File: src/rtl/bin_to_bcd_converter.sv
// Sequential signed-binary to 4-digit BCD converter using an iterative double-dabble engine.
// Optional build macro BCD_LEADING_BLANK_EN replaces leading zero digits with 4'hF.
module bin_to_bcd_converter #(
   parameter int unsigned IN_WIDTH = 16
) (
   input  logic                clk,
   input  logic                reset,
   input  logic                start,
   input  logic [IN_WIDTH-1:0] value_in,
   output logic                busy,
   output logic                done,
   output logic                overflow,
   output logic [3:0]          d3,
   output logic [3:0]          d2,
   output logic [3:0]          d1,
   output logic [3:0]          d0,
   output logic                is_negative
);

   localparam int unsigned CntW = $clog2(IN_WIDTH + 1);
`ifdef BCD_LEADING_BLANK_EN
   localparam logic [15:0] DigReset = 16'hFFF0;
`else
   localparam logic [15:0] DigReset = 16'h0000;
`endif

   typedef enum logic [1:0] {StIdle, StShift, StFinish} state_e;

   state_e              state_q, state_d;
   logic [IN_WIDTH-1:0] bin_q, bin_d;
   logic [15:0]         bcd_q, bcd_d;
   logic [CntW-1:0]     cnt_q, cnt_d;
   logic                neg_q, neg_d;
   logic                ovf_q, ovf_d;
   logic                nz_q, nz_d;
   logic                done_q, done_d;
   logic                overflow_q, overflow_d;
   logic                is_neg_q, is_neg_d;
   logic [15:0]         dig_q, dig_d;

   logic [IN_WIDTH-1:0] mag, mag_sat;
   logic [32:0]         mag_ext, limit;
   logic                clamp;
   logic [15:0]         bcd_adj, dig_fin;

   always_ff @(posedge clk or posedge reset) begin
      if (reset) begin
         state_q    <= StIdle;
         bin_q      <= '0;
         bcd_q      <= '0;
         cnt_q      <= '0;
         neg_q      <= 1'b0;
         ovf_q      <= 1'b0;
         nz_q       <= 1'b0;
         done_q     <= 1'b0;
         overflow_q <= 1'b0;
         is_neg_q   <= 1'b0;
         dig_q      <= DigReset;
      end else begin
         state_q    <= state_d;
         bin_q      <= bin_d;
         bcd_q      <= bcd_d;
         cnt_q      <= cnt_d;
         neg_q      <= neg_d;
         ovf_q      <= ovf_d;
         nz_q       <= nz_d;
         done_q     <= done_d;
         overflow_q <= overflow_d;
         is_neg_q   <= is_neg_d;
         dig_q      <= dig_d;
      end
   end

   always_comb begin
      // Unsigned negate keeps the most negative input exact.
      mag     = value_in[IN_WIDTH-1] ? (~value_in + IN_WIDTH'(1)) : value_in;
      mag_ext = 33'(mag);
      limit   = value_in[IN_WIDTH-1] ? 33'd999 : 33'd9999;
      clamp   = (mag_ext > limit);
      mag_sat = clamp ? IN_WIDTH'(limit) : mag;

      for (int i = 0; i < 4; i++) begin
         bcd_adj[4*i +: 4] = (bcd_q[4*i +: 4] >= 4'd5) ? (bcd_q[4*i +: 4] + 4'd3)
                                                         : bcd_q[4*i +: 4];
      end

      dig_fin = bcd_q;
`ifdef BCD_LEADING_BLANK_EN
      // For negative values d3 is left alone since the driver draws the minus there.
      if (neg_q && nz_q) begin
         if (bcd_q[11:8] == 4'd0) begin
            dig_fin[11:8] = 4'hF;
            if (bcd_q[7:4] == 4'd0) dig_fin[7:4] = 4'hF;
         end
      end else begin
         if (bcd_q[15:12] == 4'd0) begin
            dig_fin[15:12] = 4'hF;
            if (bcd_q[11:8] == 4'd0) begin
               dig_fin[11:8] = 4'hF;
               if (bcd_q[7:4] == 4'd0) dig_fin[7:4] = 4'hF;
            end
         end
      end
`endif

      state_d    = state_q;
      bin_d      = bin_q;
      bcd_d      = bcd_q;
      cnt_d      = cnt_q;
      neg_d      = neg_q;
      ovf_d      = ovf_q;
      nz_d       = nz_q;
      done_d     = 1'b0;
      overflow_d = overflow_q;
      is_neg_d   = is_neg_q;
      dig_d      = dig_q;

      case (state_q)
         StIdle: begin
            if (start) begin
               neg_d   = value_in[IN_WIDTH-1];
               ovf_d   = clamp;
               nz_d    = |mag;
               bin_d   = mag_sat;
               bcd_d   = '0;
               cnt_d   = CntW'(IN_WIDTH);
               state_d = StShift;
            end
         end
         StShift: begin
            bcd_d = {bcd_adj[14:0], bin_q[IN_WIDTH-1]};
            bin_d = bin_q << 1;
            cnt_d = cnt_q - CntW'(1);
            if (cnt_q == CntW'(1)) state_d = StFinish;
         end
         StFinish: begin
            dig_d      = dig_fin;
            overflow_d = ovf_q;
            is_neg_d   = neg_q & nz_q;
            done_d     = 1'b1;
            state_d    = StIdle;
         end
         default: state_d = StIdle;
      endcase
   end

   assign busy        = (state_q != StIdle);
   assign done        = done_q;
   assign overflow    = overflow_q;
   assign is_negative = is_neg_q;
   assign d3          = dig_q[15:12];
   assign d2          = dig_q[11:8];
   assign d1          = dig_q[7:4];
   assign d0          = dig_q[3:0];

endmodule

File: config.mk
export PLATFORM = sky130hd
export DESIGN_NAME = bin_to_bcd_converter
export DESIGN_NICKNAME = d
export VERILOG_FILES = /design/src/rtl/bin_to_bcd_converter.sv
export SDC_FILE = /design/constraint.sdc
export NUM_CORES = 1
export LEC_CHECK = 0
export BUFFER_PORTS_ARGS = -buffer_cell sky130_fd_sc_hd__buf_4
export CORE_MARGIN = 5
export CORE_UTILIZATION = 53
export CTS_CLUSTER_SIZE = 14
export DETAILED_ROUTE_END_ITERATION = 10
export GPL_TIMING_DRIVEN = 1
export PLACE_DENSITY = 0.74
export SYNTH_ARGS = -nofsm -noshare
export SYNTH_HDL_FRONTEND = slang
export SYNTH_SLANG_ARGS = --single-unit
File: constraint.sdc
create_clock -name clk -period 1.9 [get_ports clk]
set_clock_uncertainty 0.2 [all_clocks]
set_input_delay 0.19 -clock clk [delete_from_list [all_inputs] [get_ports clk]]
set_output_delay 0.19 -clock clk [all_outputs]
set_load 0.05 [all_outputs]
==> flow_summary.json <==
{
  "setup_viol": 15,
  "finalNetCount": 517,
  "synthTopCellsByCount": "dfrtp_1 (61), nand2_1 (44), o21ai_0 (39), nor2_1 (19)",
  "final_layout_size_suffix_gt1_frac": 0.344,
  "yosys-top-cells-area": "dfrtp_1 (43%), o21ai_0 (5.5%), nand2_1 (4.7%), ha_1 (4.2%), mux2_2 (2.9%)",
  "synth_top_cell_by_area": "dfrtp_1",
  "synth_edf_count": 0,
  "dieArea_mm2": 0.00843,
  "synth_compound_area_frac": 0.215,
  "synth_xor_area_frac": 0.0346,
  "synthMuxAreaShare": 0.0427,
  "antenna_found_initial": 0,
  "drt-total-wl_um": 9380,
  "critical_path_arrival_ns": 2.49,
  "outcome": "finished with violations",
  "reg2reg_from": "state_q[1]$_DFFE_PP0P_",
  "rsz0062_at_grt": "yes",
  "final_util": 0.759,
  "wl_per_cell_um": 16.5,
  "grt_pass1_vias": 3348,
  "clock_path_buffers": 2,
  "async_reset_ff_frac": 1.00,
  "area_growth_pct": 37.4,
  "yosysUniqueCellTypes": 60,
  "routabilityCongestion": 0.920,
  "critPathRequiredTime_ns": 1.92,
  "drc": 0,
  "die_h_um": 91.8,
  "p_leak_nw": 2.21,
  "cts_inserted_buffers": 9,
  "synth_top_family_by_area": "compound AO/OA/AOI/OAI gates",
  "cts.sinks": 61,
  "holdPathStages": 4,
  "synthesis.nets": 418,
  "seq_area_frac_synth": 0.430,
  "num_vias": 3304,
  "min_to": "bin_q[0]$_DFFE_PP0P_",
  "coreArea_mm2": 0.00642,
  "syn_area_mm2": 0.00355,
  "rr_endpoint": "bin_q[7]$_DFFE_PP0P_",
  "grt_max_degree": 38,
  "start_util": 0.553,
  "placed_cell_area_mm2": 0.00442,
  "clk_pin_slew_ns": 0.07,
  "ioPinCount": 39,
  "reg2reg_slack_ns": -0.09,
  "overflow": 0,
  "drv_cap": 0,
  "fmax_mhz": 404,
  "synth_flop_cell": "dfrtp_1",
  "cts_tree": "done",
  "postLayoutCellArea_mm2": 0.00488,
  "row_count": 29,
  "h-tree-depth": 3,
  "crit_type": "primary input to flop",
  "grt_pass1_wl_um": 15800,
  "first_iter_violations": 228,
  "port_buffers": 38,
  "hold_viol": 0,
  "worst_skew_pair.late_latency_ns": 0.34,
  "chipWidth_um": 91.8,
  "violations": "negative setup slack",
  "min_from": "value_in[0]",
  "cts.root.buffer_cell": "clkbuf_8",
  "ant_nets": 0,
  "synth_warnings": 0,
  "period_minus_slack_ns": 2.47,
  "hp-class": "primary input to flop",
  "diodes": 0,
  "crit_path_max_fanout": 5,
  "tightest_slew_ns": 0.551,
  "worst_hold_slack_ns": 0.0235,
  "synthAdderAreaFrac": 0.0423,
  "syn_area_per_cell_um2": 9.17,
  "max-slew-margin-rel": 0.632,
  "drv_slew": 0,
  "min_period_over_period": 1.30,
  "synth_top_area_frac": 0.430,
  "grt_use_total": 0.232,
  "dp_slack_ns": -1.01,
  "dp_hpwl_um": 6550,
  "synth-simple-area-share": 0.187,
  "crit_path_end_kind": "flop",
  "reg2reg_depth": 8,
  "vdd_ir_drop_max_mv": 0.539,
  "first_pass_iters": 4,
  "detail_route.vias_per_cell": 5.82,
  "ys_seq_elements": 61,
  "final.setup.worst_slack_ns": -0.574,
  "power_density_mw_per_mm2": 1410,
  "start_kind": "primary input",
  "yosysMostFrequentCell": "dfrtp_1",
  "netlist_instances": 387
}
[per-layer routing]
metal  track usage  routed length (um)
met1         0.266                3810
met2         0.413                4870
met3        0.0450                 391
met4         0.118                 313
met5             0                   0
[worst max-delay path by stage]
stage,endpoint,cells after the start,start
2_1_floorplan,bin_q[1]$_DFFE_PP0P_,12,value_in[7]
3_3_place_gp,bin_q[10]$_DFFE_PP0P_,11,value_in[8]
3_5_place_dp,bin_q[10]$_DFFE_PP0P_,11,value_in[8]
4_1_cts,bin_q[10]$_DFFE_PP0P_,11,value_in[8]
5_1_grt,bin_q[9]$_DFFE_PP0P_,12,value_in[8]
6_report,bin_q[10]$_DFFE_PP0P_,11,value_in[8]
[metrics by stage]
| step | cells | setup TNS [ns] | total power, mW |
|---|---|---|---|
| global placement | 542 | -12.33 | 5.17 |
| detailed placement | 542 | -13.29 | 5.30 |
| CTS | 568 | -6.78 | 6.85 |
| finish | 568 | -7.23 | 6.88 |
| global route | 568 | -8.70 | 7.36 |
| floorplan | 387 | -10.15 | 4.33 |
[critical path, cell delays in order]
cell	delay (ns)
buf_6	0.09
or4_4	0.53
o21ai_2	0.13
xor2_1	0.20
inv_1	0.07
ha_1	0.27
and3_4	0.16
and4_4	0.20
o22ai_4	0.22
mux2i_1	0.13
a221o_1	0.30
[state kept, by name, indices dropped and copies added, names as in the netlist]
register	flops
bcd_q	16
bin_q	16
cnt_q	5
dig_q	16
done	1
is_negative	1
neg_q	1
nz_q	1
overflow	1
ovf_q	1
state_q	2
[layout by cell type (no fill, tap or decap), types with 9 or more instances in the layout]
cell | synthesis | layout
buf_4 | 1 | 97
dfrtp_1 | 61 | 61
nand2_1 | 44 | 41
o21ai_0 | 39 | 35
nor2_1 | 19 | 19
nand3_1 | 15 | 15
inv_1 | 17 | 14
a21oi_1 | 16 | 14
ha_1 | 12 | 11
clkbuf_8 | 0 | 10
buf_6 | 0 | 10
mux2_2 | 9 | 9
[final cells by class]
class | instances | area (um2)
tap | 77 | 96.3
inverter | 17 | 75.1
sequential | 61 | 1530
multi-input combinational | 283 | 1960
fill | 454 | 1550
clock inverter | 6 | 110
clock buffer | 10 | 138
timing repair buffer | 114 | 966
[logic make-up after synthesis]
| kind of cell | count (synthesis) |
|---|---|
| XOR/XNOR | 14 |
| flip-flops | 61 |
| AND/OR/NAND/NOR | 131 |
| buffers and inverters | 43 |
| AO/OA/AOI/OAI | 112 |
| adder cells (fa/ha/maj) | 12 |
| multiplexers | 14 |
[power breakdown]
part	switching [mW]	total (mW)	internal, mW
logic	1.92	3.21	1.30
clock network	0.521	1.43	0.904
registers	0.392	2.24	1.85
[timing repair]
| action | CTS | global route |
|---|---|---|
| pin swaps | 11 | 6 |
| hold buffers | 1 | 0 |
| buffers inserted | 10 | 4 |
| hold endpoints to repair | 22 | 0 |
| setup endpoints to repair | 15 | 20 |
| gates resized for setup | 22 | 12 |
Note: power is estimated with default switching activity, not from simulation.
